$ cat src/rtl/gf163_mult_ctrl_if.sv
// rtl/gf163_mult_ctrl_if.sv - operand/result handshake and shared-multiplier bus of gf163_mult_ctrl
interface gf163_mult_ctrl_if;
    logic         in_valid;
    logic         in_ready;
    logic [162:0] in_a;
    logic [162:0] in_b;
    logic         out_valid;
    logic         out_ready;
    logic [162:0] out_c;
    logic [81:0]  mul_a;
    logic [81:0]  mul_b;
    logic         mul_issue;
    logic [162:0] mul_d;

    modport slave (
        input  in_valid, in_a, in_b, out_ready, mul_d,
        output in_ready, out_valid, out_c, mul_a, mul_b, mul_issue
    );

    modport master (
        output in_valid, in_a, in_b, out_ready, mul_d,
        input  in_ready, out_valid, out_c, mul_a, mul_b, mul_issue
    );
endinterface

$ cat src/rtl/gf163_mult_ctrl.sv
// rtl/gf163_mult_ctrl.sv - GF(2^163) multiply: three Karatsuba passes on a shared 82x82 multiplier, then reduction
module gf163_mult_ctrl #(
    parameter int MUL_LAT = 1
) (
    input  logic             clk_i,
    input  logic             rst_i,
    gf163_mult_ctrl_if.slave bus_io
);
    typedef enum logic [2:0] {
        S_IDLE, S_ISSUE0, S_ISSUE1, S_ISSUE2, S_WAIT, S_REDUCE, S_OUT
    } state_e;

    state_e       state_q, state_d;
    logic         rdy_q, rdy_d;
    logic [162:0] a_q, a_d, b_q, b_d;
    logic [162:0] z0_q, z0_d, z1_q, z1_d, z2_q, z2_d;
    logic [162:0] c_q, c_d;
    logic [81:0]  mul_a_q, mul_a_d, mul_b_q, mul_b_d;
    logic [2:0]   issue_tag, cap_tag;
    logic [162:0] c_red;

    // One-hot tag per pass: bit0 = z0 (P0), bit1 = z2 (P2), bit2 = z1 (P1)
    assign issue_tag = {state_q == S_ISSUE2, state_q == S_ISSUE1, state_q == S_ISSUE0};

    // The tag travels alongside the multiplier pipeline; clearing it on reset drops in-flight products
    generate
        if (MUL_LAT == 0) begin : g_tag_comb
            assign cap_tag = issue_tag;
        end else begin : g_tag_pipe
            logic [2:0] tag_q [MUL_LAT];
            always_ff @(posedge clk_i or posedge rst_i) begin
                if (rst_i) begin
                    for (int i = 0; i < MUL_LAT; i++) tag_q[i] <= '0;
                end else begin
                    tag_q[0] <= issue_tag;
                    for (int i = 1; i < MUL_LAT; i++) tag_q[i] <= tag_q[i-1];
                end
            end
            assign cap_tag = tag_q[MUL_LAT-1];
        end
    endgenerate

    always_comb begin
        mul_a_d = mul_a_q;
        mul_b_d = mul_b_q;
        case (state_q)
            S_ISSUE0: begin
                mul_a_d = a_q[81:0];
                mul_b_d = b_q[81:0];
            end
            S_ISSUE1: begin
                mul_a_d = {1'b0, a_q[162:82]};
                mul_b_d = {1'b0, b_q[162:82]};
            end
            S_ISSUE2: begin
                mul_a_d = a_q[81:0] ^ {1'b0, a_q[162:82]};
                mul_b_d = b_q[81:0] ^ {1'b0, b_q[162:82]};
            end
            default: ;
        endcase
    end

    always_comb begin
        state_d = state_q;
        a_d     = a_q;
        b_d     = b_q;
        z0_d    = z0_q;
        z1_d    = z1_q;
        z2_d    = z2_q;
        c_d     = c_q;
        case (state_q)
            S_IDLE: begin
                if (rdy_q && bus_io.in_valid) begin
                    a_d     = bus_io.in_a;
                    b_d     = bus_io.in_b;
                    state_d = S_ISSUE0;
                end
            end
            S_ISSUE0: state_d = S_ISSUE1;
            S_ISSUE1: state_d = S_ISSUE2;
            S_ISSUE2: state_d = S_WAIT;
            S_WAIT:   state_d = S_WAIT;
            S_REDUCE: begin
                c_d     = c_red;
                state_d = S_OUT;
            end
            S_OUT: begin
                if (bus_io.out_ready) state_d = S_IDLE;
            end
            default: state_d = S_IDLE;
        endcase
        if (cap_tag[0]) z0_d = bus_io.mul_d;
        if (cap_tag[1]) z2_d = bus_io.mul_d;
        // P1 is issued last, so its capture also ends the wait (same cycle as ISSUE2 when MUL_LAT is 0)
        if (cap_tag[2]) begin
            z1_d    = bus_io.mul_d;
            state_d = S_REDUCE;
        end
    end

    assign rdy_d = (state_d == S_IDLE);

    // Karatsuba recombination, then two folds of x^163 = x^7 + x^6 + x^3 + 1; the second fold leaves degree <= 14
    logic [326:0] p;
    logic [163:0] h;
    logic [170:0] f1;
    logic [7:0]   h2;
    always_comb begin
        p     = {z2_q, 164'b0} ^ {82'b0, z0_q ^ z1_q ^ z2_q, 82'b0} ^ {164'b0, z0_q};
        h     = p[326:163];
        f1    = {8'b0, p[162:0]} ^ {7'b0, h} ^ {4'b0, h, 3'b0} ^ {1'b0, h, 6'b0} ^ {h, 7'b0};
        h2    = f1[170:163];
        c_red = f1[162:0] ^ {155'b0, h2} ^ {152'b0, h2, 3'b0}
              ^ {149'b0, h2, 6'b0} ^ {148'b0, h2, 7'b0};
    end

    always_ff @(posedge clk_i or posedge rst_i) begin
        if (rst_i) begin
            state_q <= S_IDLE;
            rdy_q   <= 1'b0;
            a_q     <= '0;
            b_q     <= '0;
            z0_q    <= '0;
            z1_q    <= '0;
            z2_q    <= '0;
            c_q     <= '0;
            mul_a_q <= '0;
            mul_b_q <= '0;
        end else begin
            state_q <= state_d;
            rdy_q   <= rdy_d;
            a_q     <= a_d;
            b_q     <= b_d;
            z0_q    <= z0_d;
            z1_q    <= z1_d;
            z2_q    <= z2_d;
            c_q     <= c_d;
            mul_a_q <= mul_a_d;
            mul_b_q <= mul_b_d;
        end
    end

    assign bus_io.in_ready  = rdy_q;
    assign bus_io.out_valid = (state_q == S_OUT);
    assign bus_io.out_c     = c_q;
    assign bus_io.mul_a     = mul_a_d;
    assign bus_io.mul_b     = mul_b_d;
    assign bus_io.mul_issue = |issue_tag;
endmodule

$ cat src/flat_wrapper.sv
// flat-port wrapper written by rule: the top's interface ports become plain ports
module gf163_mult_ctrl_flat 
#(
    parameter int MUL_LAT = 1
)
  (clk_i, rst_i, bus_io_in_valid, bus_io_in_a, bus_io_in_b, bus_io_out_ready, bus_io_mul_d, bus_io_in_ready, bus_io_out_valid, bus_io_out_c, bus_io_mul_a, bus_io_mul_b, bus_io_mul_issue);
  gf163_mult_ctrl_if bus_io_i ();
  input  logic clk_i;
  input  logic rst_i;
  input wire logic [$bits(bus_io_i.in_valid)-1:0] bus_io_in_valid;
  input wire logic [$bits(bus_io_i.in_a)-1:0] bus_io_in_a;
  input wire logic [$bits(bus_io_i.in_b)-1:0] bus_io_in_b;
  input wire logic [$bits(bus_io_i.out_ready)-1:0] bus_io_out_ready;
  input wire logic [$bits(bus_io_i.mul_d)-1:0] bus_io_mul_d;
  output wire logic [$bits(bus_io_i.in_ready)-1:0] bus_io_in_ready;
  output wire logic [$bits(bus_io_i.out_valid)-1:0] bus_io_out_valid;
  output wire logic [$bits(bus_io_i.out_c)-1:0] bus_io_out_c;
  output wire logic [$bits(bus_io_i.mul_a)-1:0] bus_io_mul_a;
  output wire logic [$bits(bus_io_i.mul_b)-1:0] bus_io_mul_b;
  output wire logic [$bits(bus_io_i.mul_issue)-1:0] bus_io_mul_issue;
  assign bus_io_i.in_valid = bus_io_in_valid;
  assign bus_io_i.in_a = bus_io_in_a;
  assign bus_io_i.in_b = bus_io_in_b;
  assign bus_io_i.out_ready = bus_io_out_ready;
  assign bus_io_i.mul_d = bus_io_mul_d;
  assign bus_io_in_ready = bus_io_i.in_ready;
  assign bus_io_out_valid = bus_io_i.out_valid;
  assign bus_io_out_c = bus_io_i.out_c;
  assign bus_io_mul_a = bus_io_i.mul_a;
  assign bus_io_mul_b = bus_io_i.mul_b;
  assign bus_io_mul_issue = bus_io_i.mul_issue;
  gf163_mult_ctrl #(.MUL_LAT(MUL_LAT)) u_core (.clk_i(clk_i), .rst_i(rst_i), .bus_io(bus_io_i));
endmodule
$ cat config.mk
export PLATFORM = sky130hd
export DESIGN_NAME = gf163_mult_ctrl_flat
export DESIGN_NICKNAME = d
export VERILOG_FILES = /design/src/rtl/gf163_mult_ctrl_if.sv /design/src/rtl/gf163_mult_ctrl.sv /design/src/flat_wrapper.sv
export SDC_FILE = /design/constraint.sdc
export NUM_CORES = 2
export LEC_CHECK = 0
export CAP_MARGIN = 0
export CORE_MARGIN = 2
export CORE_UTILIZATION = 45
export CTS_BUF_LIST = sky130_fd_sc_hd__clkbuf_8
export CTS_CLUSTER_SIZE = 16
export DETAILED_ROUTE_END_ITERATION = 10
export PLACE_DENSITY = 0.68
export SYNTH_ARGS = -nofsm -noshare
export SYNTH_HDL_FRONTEND = slang
export SYNTH_SLANG_ARGS = --single-unit
$ cat constraint.sdc
create_clock -name clk_i -period 55.4 [get_ports clk_i]
set_input_delay 16.62 -clock clk_i [delete_from_list [all_inputs] [get_ports clk_i]]
set_output_delay 16.62 -clock clk_i [all_outputs]
set_load 0.1 [all_outputs]
======== Word level (Yosys, flattened, before mapping) ========
Index checks and enable logic that the tools add are counted.
storage, ports and cells
  register bits ........................... 1,149
  latch bits .............................. 0
  memory bits (writable) .................. 0
  memory bits (read-only) ................. 0
  bits of input ports ..................... 493
  memories kept ........................... 0
cells by class
  add/sub/neg operators ................... 0
  multiply operators ...................... 0
  divide/modulo/power cells ............... 0
  magnitude comparators ................... 0
  eq/ne operators ......................... 6
  shifts and indexed selects .............. 0
  multiplexer cells ....................... 6
  bitwise operators ....................... 14
  reduce and logical (&&, ||, !) cells .... 6
operators by type and width
  operator                                       count
  case mux 82 bit (3 select lines)               2
  bitwise XOR 327 x 163 -> 327 bit               1
  bitwise XOR 327 x 245 -> 327 bit               1
  bitwise XOR 163 bit                            2
  bitwise XOR 171 x 167 -> 171 bit               1
  bitwise XOR 171 x 170 -> 171 bit               1
  bitwise XOR 171 bit                            1
  bitwise XOR 163 x 164 -> 164 bit               1
  bitwise XOR 82 x 81 -> 82 bit                  2
  bitwise XOR 163 x 11 -> 163 bit                1
  bitwise XOR 163 x 14 -> 163 bit                1
  bitwise XOR 163 x 15 -> 163 bit                1
  bitwise XOR 163 x 8 -> 163 bit                 1
  case mux 3 bit (6 select lines)                1
  == test 3 bit, second input constant           3
  2-to-1 mux 3 bit                               3
  == test 3 x 2 -> 1 bit, second input constant  2
  logical NOT 3 bit                              2
  == test 3 x 1 -> 1 bit, second input constant  1
  OR reduction 3 bit                             1
  AND reduction 2 bit                            1
  OR reduction 2 bit                             1
  logical AND 1 bit                              1

======== Depth between registers and ports, before layout ========
  word-level depth ........................ 12
  depth in mapped cells ................... 8
  mapped depth without buffers ............ 5

======== Worst setup path after synthesis ========
No wires, ideal clock.
  path type ............................... register to output
  start ................................... register u_core.state_q[1]
  end ..................................... output bus_io_mul_b[10]
  arrival time ............................ 3.439 ns
  slack ................................... 35.341 ns
  cell stages (with the launch flop) ...... 7
  path buffers ............................ 3
  path through ............................ dfrtp_1 -> clkbuf_1 -> clkbuf_1 -> buf_1 -> nand2_1 -> xnor2_1 -> o21ai_0
on the way
  longest elaborated chain between the ends .. 2
  elaborated cells between the ends (all ways) .. 4
  classes of those cells .................. eq/ne: 3; mux: 1
RTL lines
  what                                                              line                    text
  from (decl)                                                       gf163_mult_ctrl.sv:13   state_e state_q, state_d;
  from (signal assigned)                                            gf163_mult_ctrl.sv:130  state_q <= state_d;
  == test 3 x 2 -> 1 bit or == test 3 x 1 -> 1 bit (tied branches)  gf163_mult_ctrl.sv:46   case (state_q)
  case mux 82 bit (3 select lines) *                                gf163_mult_ctrl.sv:46
  to (decl)                                                         flat_wrapper.sv:19      output wire logic [$bits(bus_io_i.mul_b)-1:0] bus_io_mul_b;
Mark *: on every way between the ends. The rest lies on a longest branch, timed or not.

======== Worst setup path in the final report ========
  start ................................... register u_core.state_q[0]
  end ..................................... output bus_io_mul_b[62]
The elaborated chain is that of the path after synthesis.

==> out/metrics.yaml <==
global_route:
  grt_pass1_wl_mm: 222.9
  grt_max_degree: 187
  grt_pass1_vias: 35840
  grtUsageTotal_pct: 24.24
  antenna_found_initial: 63
  grt_overflow: 0
sta:
  hold_violations: 0
  slew_viol_final: 0
  maxSlewHeadroom_pct: 10.67
  setup_viol: 0
  rsz0062_at_grt: "false"
  period_share_pct: 39.12
  fmax_mhz: 46.14
  period_minus_slack_ns: 21.67
  fin_skew_ns: 0.06871
  tightest_slew_ns: 1.340
  tns_ns: 0
clock_network:
  cts_sinks: 1149
  cts_hold_buf: 0
  numCtsBuffers: 195
  cts_setup_buffers: 0
  cts_tree: "done"
  clkTransAtPathRegs_ns: 0.05
  htreeDepth: 4
  clock_latency_ns: 0.91
  cts_root_buffer: "clkbuf_8"
  post_cts_resized: 0
  clock_path_buffers: 3
floorplan:
  ios: 823
  rows: 127
  dieWidth_um: 350.4
  core-area_um2: 119500
  dieArea_um2: 122800
  die_height_um: 350.4
  start_util_pct: 45.19
synthesis:
  synth_top_area_share_pct: 53.25
  ys_warn_count: 0
  yosysSeqAreaShare_pct: 53.25
  syn-cell-area_um2: 54000
  syn_inst: 4306
  syn_area_per_cell_um2: 12.54
  ys_types: 30
  ys_async_sr_fraction_pct: 100.0
  synth_nets: 4799
  synth_area_leaders: "dfrtp_1 53%, mux2_2 17%, xnor2_1 14%"
  synth_top_area_cell: "dfrtp_1"
  synth_edf_count: 0
  synth-seq-cells: 1149
  ys.flop_type: "dfrtp_1"
finish:
  final_nets: 5567
  layout_commonest_cell: "dfrtp_1"
  layout-drive-gt1-share_pct: 22.10
  layout_common_cells: "1143 x dfrtp_1, 854 x xnor2_1, 820 x mux2_2"
  nFillCells: 10220
  multi_input_area_um2: 24080
  area_growth_pct: 24.41
  seq_area_um2: 28780
setup_path:
  required_ns: 38.78
  cp.arrival_ns: 5.05
  r2r_setup_slack_ns: 50.48
  startpoint_type: "register"
  path_class: "reg2out"
  path_max_fanout: 83
  worst_setup_path_end_kind: "output pin"
routing:
  viasPerCell: 4.991
  vias: 34170
  wl_mm: 149.2
  route.detailed.drc: 0
  ant_nets: 0
  drtIter0Drc: 1682
  post_drt_wl_per_cell_um: 21.80
  drtPass1Iterations: 5
job:
  drv_cap: 0
place:
  io_buffers: 822
  dpl.hpwl_mm: 106.9
  place_congestion: 0.8666
min_path:
  min_path_type: "reg2reg"
run_status:
  status: "completed"
registers in the layout, indices dropped and copies added, names as in the netlist:
signal,cells
u_core.a_q,163
u_core.state_q,3
u_core.z0_q,163
u_core.cap_tag,3
u_core.z2_q,163
u_core.bus_io.out_c,163
u_core.z1_q,163
u_core.mul_a_q,82
u_core.b_q,163
u_core.mul_b_q,82
u_core.bus_io.in_ready,1
final timing paths:
| kind | depth (start not counted) | startpoint | endpoint |
|---|---|---|---|
| max in group asynchronous | 6 | rst_i | u_core.a_q[71] |
| worst max register to register | 6 | u_core.state_q[1] | u_core.bus_io.out_c[84] |
| worst min register to register | 2 | u_core.bus_io.out_c[140] | u_core.bus_io.out_c[140] |
| min in group asynchronous | 2 | rst_i | u_core.mul_b_q[36] |
| worst min-delay path | 2 | u_core.bus_io.out_c[140] | u_core.bus_io.out_c[140] |
| worst max-delay path | 6 | u_core.state_q[0] | bus_io_mul_b[62] |
metrics by stage:
step | cell area (um2) | setup slack [ns] | std cells | hold slack (ns) | utilization [%]
6_report | 67180 | 33.73 | 6846 | 0.4764 | 56.22
5_1_grt | 67160 | 33.35 | 6836 | 0.4892 | 56.20
4_1_cts | 67120 | 33.54 | 6820 | 0.4810 | 56.17
3_5_place_dp | 63360 | 33.91 | 6489 | 0.4686 | 53.02
3_3_place_gp | 63360 | 33.95 | 6489 | 0.4618 | 53.02
2_1_floorplan | 54000 | 6.419 | 4306 | 0.4806 | -
per-layer routing:
layer	GRT usage [%]	share of wire [%]	wire length [um]	vias to the layer above
met4	9.100	3.2	4737	58
li1	-	-	-	15760
met2	40.68	49	73840	915
met1	29.45	40	59960	17120
met5	0	0.26	382	-
met3	7.178	6.9	10320	317
cells by family (layout without fill, tap and decap cells):
logic type	Yosys count	after routing	synth area share [%]
xor gates and xnor gates	1066	1066	19.76
and+or+nand+nor	660	660	4.636
muxes	820	820	17.10
other	0	26	0
AOI/OAI and AO/OA	327	327	3.063
DFF	1149	1149	53.25
buffers and inverters	284	1186	2.199
worst max-delay path, cell delays in order, from the launching register on:
cell             delay, ns
dfrtp_4               0.70
nor2_1                0.16
or2_4                 0.86
buf_4                 0.85
nand2_1               0.12
o21ai_0               0.15
clkdlybuf4s50_1       1.25
final cells by class:
class,instances,share of cell area [%]
timing repair buffer,853,12.61
clock buffer,238,4.876
antenna,26,0.09684
clock inverter,93,0.7245
inverter,2,0.02235
sequential,1149,42.83
tap,1612,3.002
multi-input combinational,2873,35.84
Yosys cell counts (2+ instances only):
cell and number:
o21ai_1 6, buf_6 2, xor2_2 2, mux2_2 820
clkbuf_1 180, buf_1 17, dfrtp_1 1149, nand2_1 647
xnor2_1 854, xor2_1 113, nor2_1 2, and2_1 2
buf_2 82, xnor3_2 3, xnor2_2 6, nor2b_1 5
xnor2_4 3, inv_1 2, o21ai_0 315, a22o_1 2
xnor3_1 85
Power is left out: the tool's default activity adds up to more than one toggle a clock period on the data nets, which glitch-free logic cannot reach.
